### config.mk
export PLATFORM = sky130hd
export DESIGN_NAME = mem_access_stage_flat
export DESIGN_NICKNAME = d
export VERILOG_FILES = /design/src/rtl/mem_pkg.sv /design/src/rtl/mem_access_stage_if.sv /design/src/rtl/lsu_lane_align.sv /design/src/rtl/mem_access_stage.sv /design/src/flat_wrapper.sv
export SDC_FILE = /design/constraint.sdc
export NUM_CORES = 1
export LEC_CHECK = 0
export BUFFER_PORTS_ARGS = -buffer_cell sky130_fd_sc_hd__buf_2
export CAP_MARGIN = 20
export CORE_MARGIN = 2
export CORE_UTILIZATION = 30
export DETAILED_ROUTE_END_ITERATION = 7
export SLEW_MARGIN = 20
export SYNTH_ARGS = -nofsm -noshare
export SYNTH_HDL_FRONTEND = slang
export SYNTH_HIERARCHICAL = 1
export SYNTH_SLANG_ARGS = --single-unit
### constraint.sdc
create_clock -name clk -period 1.68 [get_ports clk]
set_clock_uncertainty 0.05 [all_clocks]
set_input_delay 0.168 -clock clk [delete_from_list [all_inputs] [get_ports clk]]
set_output_delay 0.168 -clock clk [all_outputs]
set_load 0.05 [all_outputs]
### src/rtl/mem_pkg.sv
// rtl/mem_pkg.sv - shared state type, funct3 codes and access-fault helper
package mem_pkg;

  typedef enum logic [1:0] {
    IDLE   = 2'd0,
    ACCESS = 2'd1,
    DONE   = 2'd2
  } mem_state_t;

  localparam logic [2:0] F3_B  = 3'b000;
  localparam logic [2:0] F3_H  = 3'b001;
  localparam logic [2:0] F3_W  = 3'b010;
  localparam logic [2:0] F3_BU = 3'b100;
  localparam logic [2:0] F3_HU = 3'b101;

  // A load/store that must never reach the bus: unsupported width code or
  // an address that is not aligned to the access size.
  function automatic logic access_fault(input logic [2:0] funct3,
                                        input logic [1:0] addr_lo,
                                        input logic       is_load,
                                        input logic       is_store);
    logic illegal;
    logic misal;
    illegal = 1'b0;
    misal   = 1'b0;
    if (is_store && !(funct3 inside {F3_B, F3_H, F3_W}))
      illegal = 1'b1;
    if (is_load && !(funct3 inside {F3_B, F3_H, F3_W, F3_BU, F3_HU}))
      illegal = 1'b1;
    case (funct3)
      F3_H, F3_HU: misal = addr_lo[0];
      F3_W:        misal = (addr_lo != 2'b00);
      default:     misal = 1'b0;
    endcase
    return (is_load || is_store) && (illegal || misal);
  endfunction

endpackage

### src/rtl/mem_access_stage_if.sv
// rtl/mem_access_stage_if.sv - req/ack data-memory bus between M stage and memory
interface mem_access_stage_if;

  logic        dmem_req;
  logic        dmem_we;
  logic [31:0] dmem_addr;
  logic [31:0] dmem_wdata;
  logic [3:0]  dmem_wstrb;
  logic [31:0] dmem_rdata;
  logic        dmem_ack;

  modport master (
    output dmem_req, dmem_we, dmem_addr, dmem_wdata, dmem_wstrb,
    input  dmem_rdata, dmem_ack
  );

  modport slave (
    input  dmem_req, dmem_we, dmem_addr, dmem_wdata, dmem_wstrb,
    output dmem_rdata, dmem_ack
  );

endinterface

### src/rtl/lsu_lane_align.sv
// rtl/lsu_lane_align.sv - byte-lane strobes, store replication, load extension, fault detect
module lsu_lane_align
  import mem_pkg::*;
(
  input  logic [2:0]  funct3,
  input  logic [1:0]  addr_lo,
  input  logic        is_load,
  input  logic        is_store,
  input  logic [31:0] store_data,
  input  logic [31:0] rdata,
  output logic [3:0]  wstrb,
  output logic [31:0] wdata,
  output logic [31:0] load_data,
  output logic        fault
);

  logic [7:0]  byte_sel;
  logic [15:0] half_sel;

  assign byte_sel = rdata[{addr_lo, 3'b000} +: 8];
  assign half_sel = rdata[{addr_lo[1], 4'b0000} +: 16];
  assign fault    = access_fault(funct3, addr_lo, is_load, is_store);

  // Store path: replicate the narrow datum on every lane and enable only the addressed ones.
  always_comb begin
    wstrb = 4'b0000;
    wdata = store_data;
    if (is_store) begin
      case (funct3)
        F3_B: begin
          wstrb = 4'b0001 << addr_lo;
          wdata = {4{store_data[7:0]}};
        end
        F3_H: begin
          wstrb = 4'b0011 << {addr_lo[1], 1'b0};
          wdata = {2{store_data[15:0]}};
        end
        F3_W:    wstrb = 4'b1111;
        default: wstrb = 4'b0000;
      endcase
    end
  end

  // Load path: pick the addressed byte/half and sign- or zero-extend it.
  always_comb begin
    load_data = rdata;
    case (funct3)
      F3_B:    load_data = {{24{byte_sel[7]}}, byte_sel};
      F3_BU:   load_data = {24'h0, byte_sel};
      F3_H:    load_data = {{16{half_sel[15]}}, half_sel};
      F3_HU:   load_data = {16'h0, half_sel};
      default: load_data = rdata;
    endcase
  end

endmodule

### src/rtl/mem_access_stage.sv
// rtl/mem_access_stage.sv - EX/MEM pipeline register and data-memory access controller
module mem_access_stage
  import mem_pkg::*;
#(
  parameter int TIMEOUT = 64
) (
  input  logic                 clk,
  input  logic                 rst,
  input  logic [31:0]          ALUResultE,
  input  logic [31:0]          WriteDataE,
  input  logic [4:0]           RdE,
  input  logic                 RegWriteE,
  input  logic                 MemReadE,
  input  logic                 MemWriteE,
  input  logic [2:0]           funct3E,
  output logic [31:0]          ALUResultM,
  output logic [4:0]           RdM,
  output logic                 RegWriteM,
  output logic [31:0]          ReadDataM,
  output logic                 StallM,
  output logic                 misalignedM,
  output logic                 bus_errM,
  mem_access_stage_if.master   dmem
);

  localparam int CW = (TIMEOUT > 1) ? $clog2(TIMEOUT) : 1;

  mem_state_t  state;
  logic [CW-1:0] wait_cnt;
  logic [31:0] alu_m;
  logic [31:0] wd_m;
  logic [4:0]  rd_m;
  logic        regw_m;
  logic        mr_m;
  logic        mw_m;
  logic [2:0]  f3_m;
  logic [31:0] rdata_m;
  logic        berr_m;

  logic [3:0]  lane_strb;
  logic [31:0] lane_wdata;
  logic [31:0] load_data;
  logic        fault_m;
  logic        fault_e;
  logic        memop_e;
  logic        in_access;

  assign memop_e   = MemReadE | MemWriteE;
  assign fault_e   = access_fault(funct3E, ALUResultE[1:0], MemReadE, MemWriteE);
  assign in_access = (state == ACCESS);

  lsu_lane_align u_align (
    .funct3     (f3_m),
    .addr_lo    (alu_m[1:0]),
    .is_load    (mr_m),
    .is_store   (mw_m),
    .store_data (wd_m),
    .rdata      (dmem.dmem_rdata),
    .wstrb      (lane_strb),
    .wdata      (lane_wdata),
    .load_data  (load_data),
    .fault      (fault_m)
  );

  // Pipeline register capture plus IDLE/ACCESS/DONE sequencing of the bus access.
  always_ff @(posedge clk) begin
    if (rst) begin
      state    <= IDLE;
      wait_cnt <= '0;
      alu_m    <= '0;
      wd_m     <= '0;
      rd_m     <= '0;
      regw_m   <= 1'b0;
      mr_m     <= 1'b0;
      mw_m     <= 1'b0;
      f3_m     <= '0;
      rdata_m  <= '0;
      berr_m   <= 1'b0;
    end else begin
      case (state)
        ACCESS: begin
          wait_cnt <= wait_cnt + 1'b1;
          // An ack in the timeout cycle still completes the access normally.
          if (dmem.dmem_ack) begin
            rdata_m <= mr_m ? load_data : '0;
            state   <= DONE;
          end else if (wait_cnt == CW'(TIMEOUT - 1)) begin
            rdata_m <= '0;
            berr_m  <= 1'b1;
            state   <= DONE;
          end
        end
        default: begin
          alu_m    <= ALUResultE;
          wd_m     <= WriteDataE;
          rd_m     <= RdE;
          regw_m   <= RegWriteE;
          mr_m     <= MemReadE;
          mw_m     <= MemWriteE;
          f3_m     <= funct3E;
          rdata_m  <= '0;
          berr_m   <= 1'b0;
          wait_cnt <= '0;
          if (memop_e && !fault_e)
            state <= ACCESS;
          else if (memop_e)
            state <= DONE;
          else
            state <= IDLE;
        end
      endcase
    end
  end

  assign ALUResultM  = alu_m;
  assign RdM         = rd_m;
  assign ReadDataM   = rdata_m;
  assign StallM      = in_access;
  assign misalignedM = fault_m;
  assign RegWriteM   = regw_m & ~fault_m & ~berr_m;
  assign bus_errM    = berr_m & (state == DONE);

  assign dmem.dmem_req   = in_access;
  assign dmem.dmem_we    = in_access & mw_m;
  assign dmem.dmem_addr  = {alu_m[31:2], 2'b00};
  assign dmem.dmem_wdata = lane_wdata;
  assign dmem.dmem_wstrb = in_access ? lane_strb : 4'b0000;

endmodule

### src/flat_wrapper.sv
// flat-port wrapper written by rule: the top's interface ports become plain ports
module mem_access_stage_flat import mem_pkg::*;
#(
  parameter int TIMEOUT = 64
)
  (clk, rst, ALUResultE, WriteDataE, RdE, RegWriteE, MemReadE, MemWriteE, funct3E, ALUResultM, RdM, RegWriteM, ReadDataM, StallM, misalignedM, bus_errM, dmem_dmem_req, dmem_dmem_we, dmem_dmem_addr, dmem_dmem_wdata, dmem_dmem_wstrb, dmem_dmem_rdata, dmem_dmem_ack);
  mem_access_stage_if dmem_i ();
  input  logic clk;
  input  logic rst;
  input  logic [31:0] ALUResultE;
  input  logic [31:0] WriteDataE;
  input  logic [4:0] RdE;
  input  logic RegWriteE;
  input  logic MemReadE;
  input  logic MemWriteE;
  input  logic [2:0] funct3E;
  output logic [31:0] ALUResultM;
  output logic [4:0] RdM;
  output logic RegWriteM;
  output logic [31:0] ReadDataM;
  output logic StallM;
  output logic misalignedM;
  output logic bus_errM;
  output wire logic [$bits(dmem_i.dmem_req)-1:0] dmem_dmem_req;
  output wire logic [$bits(dmem_i.dmem_we)-1:0] dmem_dmem_we;
  output wire logic [$bits(dmem_i.dmem_addr)-1:0] dmem_dmem_addr;
  output wire logic [$bits(dmem_i.dmem_wdata)-1:0] dmem_dmem_wdata;
  output wire logic [$bits(dmem_i.dmem_wstrb)-1:0] dmem_dmem_wstrb;
  input wire logic [$bits(dmem_i.dmem_rdata)-1:0] dmem_dmem_rdata;
  input wire logic [$bits(dmem_i.dmem_ack)-1:0] dmem_dmem_ack;
  assign dmem_dmem_req = dmem_i.dmem_req;
  assign dmem_dmem_we = dmem_i.dmem_we;
  assign dmem_dmem_addr = dmem_i.dmem_addr;
  assign dmem_dmem_wdata = dmem_i.dmem_wdata;
  assign dmem_dmem_wstrb = dmem_i.dmem_wstrb;
  assign dmem_i.dmem_rdata = dmem_dmem_rdata;
  assign dmem_i.dmem_ack = dmem_dmem_ack;
  mem_access_stage #(.TIMEOUT(TIMEOUT)) u_core (.clk(clk), .rst(rst), .ALUResultE(ALUResultE), .WriteDataE(WriteDataE), .RdE(RdE), .RegWriteE(RegWriteE), .MemReadE(MemReadE), .MemWriteE(MemWriteE), .funct3E(funct3E), .ALUResultM(ALUResultM), .RdM(RdM), .RegWriteM(RegWriteM), .ReadDataM(ReadDataM), .StallM(StallM), .misalignedM(misalignedM), .bus_errM(bus_errM), .dmem(dmem_i));
endmodule
Word level (Yosys, flattened, before mapping)
Cells that the tools add are included.
{ "totals": {"register_bits": 116, "input_bits": 110, "out_inout_bits": 143, "wordCells": 86} }
{ "op_classes": {"addsub": 1, "n_eq_ne": 12, "shift": 4, "mux": 20, "bitwise_logic": 9, "reduce_logical": 29} }
{ "ops": {"columns": ["cell", "count"], "rows": [
  ["$mux 32", 4],
  ["$pmux 32 s4", 1],
  ["$pmux 32 s2", 1],
  ["$shiftx 32x6->16", 1],
  ["$shiftx 32x6->8", 1],
  ["$eq 3x3->1 const B", 4],
  ["$pmux 4 s3", 1],
  ["$mux 2", 5],
  ["$reduce_bool 5->1", 2],
  ["$mux 4", 2],
  ["$logic_and 1x1->1", 7],
  ["$add 6x1->6 const B", 1],
  ["$eq 3x1->1 const B", 2],
  ["$eq 3x2->1 const B", 2],
  ["$eq 6x6->1 const B", 1],
  ["$logic_not 3->1", 2],
  ["$reduce_bool 2->1", 3],
  ["$reduce_bool 3->1", 2],
  ["$reduce_or 2->1", 3],
  ["$logic_not 1->1", 5],
  ["$and 1x1->1", 4],
  ["$logic_or 1x1->1", 4],
  ["$mux 1", 4],
  ["$not 1->1", 4],
  ["other kinds (8)", 9]
]} }

Logic depth before layout (Yosys ltp)
{ "logic_depth": {"word_depth": 12, "mapped_depth": 8} }

Modules after synthesis
Netlist, hierarchy kept.
{ "modules_own_cells": {"columns": ["mod", "n_inst", "cells_each", "area_per_inst_um2", "seq_area_each_um2"], "rows": [
  ["mem_access_stage", 1, 522, 4396.7, 2322.2],
  ["lsu_lane_align", 1, 189, 1203.7, 0.0]
]} }

Worst setup path before layout
No wires, ideal clock.
{ "synth_timing": {"path_type": "flip-flop to output port", "from": "reg u_core.alu_m[1], in the netlist u_core/ALUResultM[1]", "to": "out RegWriteM", "arrival_ns": 2.646, "required_ns": 1.462, "setup_slack_ns": -1.184, "stages_incl_launch_ff": 8, "path_buffers": 2, "path_cell_list": "dfxtp_1 > buf_6 > clkbuf_1 > nor3_1 > a21oi_1 > nor2_1 > a21oi_1 > nor3b_1"} }
{ "synth_via": {"elab_chain_len": 7} }
{ "synth_lines": {"columns": ["element", "line_no", "text"], "rows": [
  ["from (decl)", "mem_access_stage.sv:30", "logic [31:0] alu_m;"],
  ["from (signal assigned)", "mem_access_stage.sv:94", "alu_m <= ALUResultE;"],
  ["$reduce_bool 2->1", "mem_pkg.sv:32", "F3_W: misal = (addr_lo != 2'b00);"],
  ["$pmux 1 s2", "mem_pkg.sv:30", "case (funct3)"],
  ["$logic_or 1x1->1", "mem_pkg.sv:35", "return (is_load || is_store) && (illegal || misal);"],
  ["$logic_and 1x1->1", "mem_pkg.sv:35", null],
  ["net misalignedM", "flat_wrapper.sv:22", "output logic misalignedM;"],
  ["$not 1->1", "mem_access_stage.sv:120", "assign RegWriteM = regw_m & ~fault_m & ~berr_m;"],
  ["$and 1x1->1 (2 in a row)", "mem_access_stage.sv:120", null],
  ["to (decl)", "flat_wrapper.sv:19", "output logic RegWriteM;"]
]} }
The timed path passes the listed nets, and every way through them passes these cells.

Final worst setup path
{ "layout_timing": {"from": "reg u_core.f3_m[2]", "to": "out dmem_dmem_wdata[9]"} }
{ "layout_via": {"elab_chain_len": 3, "word_cells_on_any_way": 4, "cone_classes": "eq/ne (1); mux (2); reduce/logical (1)"} }
{ "layout_lines": {"columns": ["element", "line_no", "text"], "rows": [
  ["from (decl)", "mem_access_stage.sv:36", "logic [2:0] f3_m;"],
  ["from (signal assigned)", "mem_access_stage.sv:100", "f3_m <= funct3E;"],
  ["$eq 3x1->1 / $logic_not 3->1 (equally long branches)", "lsu_lane_align.sv:29", "case (funct3)"],
  ["$pmux 32 s2 (*)", "lsu_lane_align.sv:29", null],
  ["$mux 32 (*)", "lsu_lane_align.sv:28", "if (is_store) begin"],
  ["to (decl)", "flat_wrapper.sv:27", "output wire logic [$bits(dmem_i.dmem_wdata)-1:0] dmem_dmem_wdata;"]
]} }
Mark *: on every way between the ends. The rest lies on a longest branch, timed or not.

==> impl_metrics.yaml <==
placed_design:
  gp_congestion: 0.824
  dp_hpwl_um: 12400
  portBuffers: 250
  place_area_um2: 7030
  pre_cts_ws_ps: -109
timing:
  timing.final.crit_share_pct: 120
  hold_violations: 0
  fin_crit_ps: 2020
  hold_ws_ps: 49.3
  finalWorstSetupSlack_ps: -344
  finalSetupViolCount: 44
  fmax_ghz: 0.494
  maxSlewViolCount: 0
  rsz0062_at_grt: "true"
route:
  via_per_inst: 4.85
  wl_met3_um: 1690
  routedWlPerCell_um: 15.8
  highest_layer: "met4"
  drtIter0Drc: 323
  wl_met1_um: 8180
  vias: 6122
  route.met2.wl_um: 9800
  drc: 0
  drtAntennaViolNets: 0
  dr.pass1.iters: 5
  routed_wl_um: 19900
logic_synthesis:
  yosys.area.top_type: "dfxtp_1"
  syn_area_um2: 5600
  synthTopCellsByArea: "dfxtp_1 41%, nand2_1 13%, a21oi_1 8.0%, buf_4 7.0%, nor2_1 4.2%"
  yosysUniqueCellTypes: 47
  synth_edf_count: 0
  synth_area_per_cell_um2: 7.88
  yosysSeqAreaShare_pct: 41.5
  synthFlopType: "dfxtp_1"
  synth_top_area_share_pct: 41.5
  yosysWarnings: 6
  synth_seq_cells: 116
  synth_cells: 711
  synthArstFlopShare_pct: 0
floorplanning:
  die_w_um: 141
  die_area_um2: 19800
  fp.dieH_um: 141
  io_pins: 253
  core_um2: 18100
  num_rows: 49
  initial_utilization_pct: 30.9
run_status:
  run_status: "finished, violations left"
  violations: "setup timing"
power_and_ir_drop:
  fin_total_pwr_mw: 9.75
  powerDensity_nw_per_um2: 1040
  ir_worst_vdd_mv: 0.718
  p_leak_nw: 4.26
critical_path:
  cp_max_fo: 4
  r2r-start: "u_core/ALUResultM[1]"
  cp.arrival_ps: 1810
  r2r-end: "u_core/ReadDataM[11]"
  start_kind: "register"
  crit_end: "dmem_dmem_wdata[9]"
  critPathCaptureType: "primary output"
  reg2reg_depth: 6
  cp_data_required_time_ps: 1460
  critPathLaunch: "u_core/f3_m[2]"
  critical_path_class: "register to primary output"
  ff2ff_setup_slack_ps: -180
global_route:
  grt_pass1_vias: 5836
  gr-total-overflow: 0
  antenna_found_initial: 0
  track_usage_pct: 19.1
  grt_max_degree: 77
  grt_pass1_wl_um: 30200
min_path:
  holdPathStages: 3
  min_path_type: "input pin to register"
clock_network:
  clock_sinks: 116
  cts_buffers: 17
  clockRootBuffer: "clkbuf_16"
  clockBufferDepth: 2
  path_clk_slew_ps: 60
  tritoncts: "done"
  clkLatencyLatePin_ps: 410
  htree_levels: 4
cells_and_area:
  layout-drive-gt1-share_pct: 43.0
  n_fill_cell: 1635
  fin_area_um2: 9360
  nets: 1128
  syn2layout_area_growth_pct: 67.0
job:
  cap_violations: 0
## timing repair
| action | CTS | global route |
|---|---|---|
| gates resized for setup | 127 | 77 |
| pin swaps | 8 | 27 |
| endpoints found under the setup margin | 47 | 64 |
| hold endpoints to repair | 74 | 0 |
| hold buffers | 75 | 0 |
| cloned | 2 | 3 |
| setup buffers | 10 | 8 |
## metrics by stage
step           utilization (%)  cells  setup TNS, ps
6_report                  51.6   1262          -8900
5_1_grt                   51.5   1258         -11720
4_1_cts                   49.4   1249          -9310
3_5_place_dp              38.7   1131          -1080
3_3_place_gp              38.7   1131           -951
2_1_floorplan                -    712          -2890
## per-layer routing
| layer | vias up | track usage (%) |
|---|---|---|
| met3 | 19 | 5.94 |
| met5 | - | 0 |
| li1 | 2964 | - |
| met1 | 2875 | 23.3 |
| met4 | 0 | 5.53 |
| met2 | 264 | 32.5 |
## synthesized netlist by cell type, types with 2 or more instances
cell type	n
a21oi_1	89
a221o_1	15
a22oi_1	28
a22oi_2	4
and2_1	6
buf_1	3
buf_2	17
buf_4	52
buf_6	6
clkbuf_1	18
dfxtp_1	116
inv_1	11
mux2_1	10
mux2_2	6
mux2i_1	15
nand2_1	199
nand2b_1	5
nor2_1	63
nor2b_1	4
nor3_1	6
o21ai_0	9
o22ai_1	2
xnor2_1	3
## flip-flops by register name (all words and copies together), names as in the netlist
signal             flops
u_core/berr_m          1
u_core/mr_m            1
u_core/ALUResultM     32
u_core/wait_cnt        6
u_core/ReadDataM      32
u_core/wd_m           32
u_core/RdM             5
u_core/regw_m          1
u_core/mw_m            1
u_core/f3_m            3
u_core/state           2
## power by group
part           switching [mW]  internal [mW]
sequential              0.139           2.91
clock                    1.38           2.49
combinational            1.73           1.10
total                    3.25           6.50
## worst min-delay path by stage
| stage | start | end |
|---|---|---|
| 3_5_place_dp | WriteDataE[0] | u_core/wd_m[0] |
| 6_report | RdE[3] | u_core/RdM[3] |
| 3_3_place_gp | ALUResultE[6] | u_core/ALUResultM[6] |
| 2_1_floorplan | ALUResultE[0] | u_core/ALUResultM[0] |
| 4_1_cts | RdE[3] | u_core/RdM[3] |
| 5_1_grt | RdE[3] | u_core/RdM[3] |
## final cells by class
class	count	area (µm²)	area share, %
Clock buffer	17	425	4.55
Timing Repair Buffer	381	2940	31.4
Timing Repair inverter	1	5.00	0.0535
Inverter	12	50.0	0.535
Tap cell	229	287	3.06
Sequential cell	116	2340	25.0
Multi-Input combinational cell	488	3100	33.1
Antenna cell	4	10.0	0.107
Clock inverter	14	201	2.15
## kinds of logic (layout without fill, tap and decap cells)
kind of cell,Yosys count,count (layout),share of synthesized area [%]
flops,116,116,41.5
simple gates,290,290,21.1
fa+ha+maj,1,1,0.223
compound gates,159,159,18.3
mux,32,32,6.30
xor+xnor,4,4,0.626
other cells,1,6,0.0670
buf+inv,108,425,11.9
## cell usage in the layout, fill, tap and decap left out, types with 3 or more instances in the layout
master / count
a21oi_1: 77
buf_2: 217
inv_1: 11
and2_4: 4
nor2_4: 7
nand2b_1: 3
nor2_2: 3
buf_6: 21
buf_8: 26
nor2_1: 53
nor3_2: 3
nand2_2: 12
mux2_4: 16
a22oi_1: 12
o21ai_0: 9
dfxtp_4: 5
dlygate4sd3_1: 75
clkinv_4: 5
inv_6: 3
a21oi_2: 3
nand2_1: 186
clkbuf_16: 19
a21oi_4: 9
a22oi_2: 20
mux2i_1: 12
bufinv_16: 4
mux2i_2: 3
xnor2_1: 3
buf_4: 30
buf_12: 10
diode_2: 4
a221o_1: 15
dfxtp_1: 110
nor2b_1: 3
## critical path, stage by stage, from the launching register on
cell and delay (ps):
dfxtp_4 360, nor4b_4 350, buf_4 210, mux2_4 320, buf_8 150
Note: power is estimated with default switching activity, not from simulation.
